### src/rtl/instr_decoder_b.sv
// RV32I B-type branch decoder, one registered stage with stall/flush control.
// Optional backward-taken hint enabled by defining INSTR_DECODER_B_BTFN_HINT_EN.
module instr_decoder_b #(
  parameter int XLEN = 32
) (
  input  logic            clk,
  input  logic            rst_n,
  input  logic            instr_valid,
  input  logic [XLEN-1:0] instruction,
  input  logic            stall,
  input  logic            flush,
  output logic            out_valid,
  output logic            illegal,
  output logic [3:0]      alu_op,
  output logic [2:0]      cmp_op,
  output logic [4:0]      rs1,
  output logic [4:0]      rs2,
  output logic [XLEN-1:0] immediate,
  output logic            pred_taken
);

  localparam logic [6:0] OP_BRANCH = 7'b1100011;
  localparam logic [3:0] ALU_SUB   = 4'b0001;

  typedef struct packed {
    logic            illegal;
    logic [3:0]      alu_op;
    logic [2:0]      cmp_op;
    logic [4:0]      rs1;
    logic [4:0]      rs2;
    logic [XLEN-1:0] imm;
  } dec_t;

  dec_t dec_d, dec_q;
  logic out_valid_q;
  logic legal;
  logic [2:0] funct3;

  assign funct3 = instruction[14:12];
  // funct3 010/011 are the only reserved encodings in the branch major opcode
  assign legal  = (instruction[6:0] == OP_BRANCH) && (funct3[2:1] != 2'b01);

  always_comb begin
    dec_d = '0;
    dec_d.illegal = 1'b1;
    if (legal) begin
      dec_d.illegal = 1'b0;
      dec_d.alu_op  = ALU_SUB;
      dec_d.cmp_op  = funct3;
      dec_d.rs1     = instruction[19:15];
      dec_d.rs2     = instruction[24:20];
      dec_d.imm     = {{(XLEN-12){instruction[31]}}, instruction[7],
                       instruction[30:25], instruction[11:8], 1'b0};
    end
  end

  always_ff @(posedge clk or negedge rst_n) begin
    if (!rst_n) begin
      out_valid_q <= 1'b0;
      dec_q       <= '0;
    end else if (flush) begin
      out_valid_q   <= 1'b0;
      dec_q.illegal <= 1'b0;
    end else if (!stall) begin
      out_valid_q <= instr_valid;
      dec_q       <= dec_d;
    end
  end

`ifdef INSTR_DECODER_B_BTFN_HINT_EN
  logic pred_q;

  // backward branch (negative offset) predicted taken
  always_ff @(posedge clk or negedge rst_n) begin
    if (!rst_n)
      pred_q <= 1'b0;
    else if (flush)
      pred_q <= 1'b0;
    else if (!stall)
      pred_q <= legal & instr_valid & dec_d.imm[XLEN-1];
  end

  assign pred_taken = pred_q;
`else
  assign pred_taken = 1'b0;
`endif

  assign out_valid = out_valid_q;
  assign illegal   = dec_q.illegal;
  assign alu_op    = dec_q.alu_op;
  assign cmp_op    = dec_q.cmp_op;
  assign rs1       = dec_q.rs1;
  assign rs2       = dec_q.rs2;
  assign immediate = dec_q.imm;

endmodule

### config.mk
export PLATFORM = sky130hd
export DESIGN_NAME = instr_decoder_b
export DESIGN_NICKNAME = d
export VERILOG_FILES = /design/src/rtl/instr_decoder_b.sv
export SDC_FILE = /design/constraint.sdc
export NUM_CORES = 1
export LEC_CHECK = 0
export BUFFER_PORTS_ARGS = -buffer_cell sky130_fd_sc_hd__buf_2
export CORE_MARGIN = 4
export CORE_UTILIZATION = 43
export CTS_CLUSTER_DIAMETER = 150
export CTS_CLUSTER_SIZE = 25
export DETAILED_ROUTE_END_ITERATION = 8
export PLACE_DENSITY = 0.93
export SYNTH_ARGS = -nofsm -noshare
export SYNTH_HDL_FRONTEND = slang
export SYNTH_SLANG_ARGS = --single-unit
### constraint.sdc
create_clock -name clk -period 2.06 [get_ports clk]
set_input_delay 0.412 -clock clk [delete_from_list [all_inputs] [get_ports clk]]
set_output_delay 0.412 -clock clk [all_outputs]
set_load 0.1 [all_outputs]
* Yosys cells after proc, flatten, opt, wreduce, memory -nomap -nowiden *
Index checks and enable logic that the tools add are counted.

word-level totals
  bits in registers = 51
  input bits = 37
  output and inout bits = 52
  word-level logic and storage cells = 19

operators by class
  equal/unequal tests = 3
  mux-type cells = 5
  bitwise logic cells = 2
  reduce and logical (&&, ||, !) cells = 2

operators with widths
  operator                                                          number
  50-bit 2-to-1 mux                                                 2
  7-bit == test (second input constant)                             1
  2-bit by 1-bit != test with 1-bit output (second input constant)  2
  1-bit 2-to-1 mux                                                  3
  1-bit inverter                                                    2
  2-bit AND reduction                                               1
  1-bit logical AND                                                 1

* Longest topological paths before layout *
  depth in word-level cells = 5
  gate-level depth with buffers = 5
  gate-level depth less buffers = 3

* Worst setup path before layout *
No wires, ideal clock.

  path type = register -> output
  from = register immediate[30] (netlist name)
  to = output immediate[13]
  data arrival time = 1,639 ps
  required time = 1,648 ps
  setup slack = 9 ps
  stages on the path, launching flop included = 2
  buffers on the path = 1
  cells stage by stage = dfrtp_1 buf_4

RTL lines
  item           line  RTL
  end, declared  18    output logic [XLEN-1:0] immediate,

==> run_results.csv <==
group,metric,value,unit
status,status,"finished clean",
power,p_per_area,621,nW/um^2
cts,cts.sink_count,28,
layout,fin_nets,199,
critical_path,cp_top_family,"flip-flops",
cts,clk_path_buf_depth,2,
power,switchingPower,0.271,mW
cts,holdBufCountCts,0,
layout,antenna_cells,0,
detailed_routing,drcViolationCount,0,
floorplan,die_w,61.9,um
run,drv_cap,0,
critical_path,cp_num_buf_inv,1,
global_route,antenna_found_initial,0,
power,internal-power,0.697,mW
sta,maxSlewViolCount,0,
cts,cts_buffers,3,
critical_path,reg2reg_depth,1,
cts,ctsResizeCount,0,
critical_path,path_max_fanout,21,
synth,yosysSeqAreaShare,56.0,%
layout,fillCellCount,241,
floorplan,die-area,3840,um^2
floorplan,coreArea,2760,um^2
global_route,grt_usage,12.8,%
placed_design,placed_cells_incl_taps,188,
layout,area.sequential,701,um^2
critical_path,reg2reg_slack,1.15,ns
floorplan,rows,19,
detailed_routing,via_count,961,
critical_path,r2r-start,"immediate[30]",
sta,whs,0.0759,ns
cts,clock_latency,0.31,ns
hold_path,hold_path.class,"primary input to async pin",
power,max-vdd-ir-drop,538,uV
sta,worstMarginPinSlew,0.586,ns
sta,fin_worst_skew,0,ns
placed_design,place_congestion,0.698,
sta,max_clock_freq,536,MHz
layout,final_cell_mix,"buf_2, dfrtp_1, a22o_1",
critical_path,crit_path_end_kind,"output port",
sta,period_needed,1.87,ns
layout,final_cells,192,
sta,hold_viol,0,
sta,post-route-period-util,90.6,%
detailed_routing,final_antenna_net_count,0,
global_route,first_global_vias,842,
layout,area_delta_synth_final,24.5,%
detailed_routing,drt_first_pass_iters,4,
power,swShare,28.0,%
critical_path,cp.arrival,1.45,ns
cts,postCtsSetupRepairBufs,0,
floorplan,die_h,61.9,um
global_route,grt.overflow.total,0,
cts,cts_root_buffer,"clkbuf_4",
power,p_seq_share,57.5,%
cts,cts_tree,"done",
power,p_comb_share,15.9,%
placed_design,hpwl,2.07,mm
power,p_total,0.968,mW
layout,drive_above_1_share,56.5,%
sta,finalSetupTns,0,ns
global_route,grt_start_max_net_pins,29,
floorplan,ios,89,
critical_path,path_cells,"buf_2",
critical_path,setup.worst_path.start_class,"register",
critical_path,cp_slowest_cell,"dfrtp_1",
synth,ys_ff_latch,28,
sta,finalSetupViolCount,0,
global_route,grt_pass1_wl,3.66,mm
detailed_routing,wl_per_cell,13.5,um
cts,htree_levels,1,
synth,synthCells,96,
synth,synth_area_per_cell,13.0,um^2
sta,relSlewSlack,61.0,%
placed_design,port_buffers,83,
critical_path,crit_cells,1,
synth,yosys_warnings,0,
power,clock_power_share,26.5,%
critical_path,worst_ep_required_time,1.65,ns
cts,clk_pin_slew,0.14,ns
synth,synth_cell_type_count,18,
detailed_routing,vias_per_cell,5.01,
layout,mostFrequentLayoutCell,"buf_2",
detailed_routing,wl,2.60,mm
critical_path,path_class,"register to output port",
critical_path,rr_endpoint,"immediate[30]",
synth,netlist_area,1250,um^2
sta,rsz0062_at_grt,"no",
detailed_routing,drt_iter0_drc,23,
floorplan,start_util,45.4,%
critical_path,slowest_delay,0.63,ns
power,power.leakage,0.962,nW
layout,multi_input_area,340,um^2
[synth_stat cells]
| master | number | area, um^2 |
|---|---|---|
| nor2b_1 | 1 | 6.26 |
| nand3b_1 | 1 | 7.51 |
| dfrtp_1 | 28 | 701 |
| inv_1 | 1 | 3.75 |
| or2_1 | 1 | 6.26 |
| a21o_1 | 1 | 7.51 |
| buf_6 | 3 | 33.8 |
| mux2i_1 | 1 | 10.0 |
| buf_4 | 24 | 180 |
| a32o_1 | 1 | 10.0 |
| a22o_1 | 24 | 210 |
| nand4bb_1 | 1 | 11.3 |
| nor3_1 | 1 | 5.00 |
| a2111oi_0 | 1 | 8.76 |
| a2111oi_4 | 1 | 27.5 |
| clkbuf_1 | 2 | 7.51 |
| conb_1 | 1 | 3.75 |
| nor2_1 | 3 | 11.3 |
[stage by stage]
stage / area (um^2) / utilization [%] / setup slack, ns
floorplan: 1270 / - / 0.00923
global placement: 1520 / 55.2 / 0.466
detailed placement: 1520 / 55.2 / 0.450
CTS: 1560 / 56.5 / 0.165
global route: 1560 / 56.5 / 0.0441
finish: 1560 / 56.5 / 0.194
[flip-flops by register name, summed over array words and instances (netlist names)]
name / count
alu_op: 1
cmp_op: 3
illegal: 1
immediate: 12
out_valid: 1
rs1: 5
rs2: 5
[metal layers]
layer  track usage [%]  vias to the layer above  share of wire, %
li1                  -                      448                 -
met1              15.9                      449                38
met2              22.0                       62                48
met3              2.69                        2                14
met4              4.55                        0              0.50
met5                 0                        -                 0
[cells by family after synthesis]
| kind of cell | Yosys count | share of synthesized area [%] |
|---|---|---|
| buffers and inverters | 30 | 18.0 |
| DFF | 28 | 56.0 |
| other | 1 | 0.300 |
| and+or+nand+nor | 8 | 3.80 |
| AOI/OAI and AO/OA | 28 | 21.1 |
| muxes | 1 | 0.800 |
[worst max-delay path by stage]
stage / slack (ns) / start / to
finish: 0.19 / immediate[30] / immediate[28]
global route: 0.04 / immediate[30] / immediate[30]
CTS: 0.17 / immediate[30] / immediate[28]
detailed placement: 0.45 / flush / immediate[3]
global placement: 0.47 / flush / immediate[6]
floorplan: 0.009 / immediate[30] / immediate[13]
[power by group through the flow]
| stage | clock (mW) | combinational (mW) | sequential, mW |
|---|---|---|---|
| after floorplan | 0 | 0.0790 | 0.599 |
| after global placement | 0 | 0.154 | 0.567 |
| after detailed placement | 0 | 0.156 | 0.567 |
| after CTS | 0.264 | 0.156 | 0.557 |
| after global routing | 0.279 | 0.164 | 0.557 |
| final | 0.257 | 0.154 | 0.557 |
[area by class of cell]
cell class / count / share of cell area (%)
Multi-Input combinational cell: 42 / 21.8
Timing Repair Buffer: 86 / 28.1
Sequential cell: 28 / 45.0
Tap cell: 31 / 2.49
Inverter: 1 / 0.241
Clock buffer: 4 / 2.33
(Power assumes the default switching activity.)
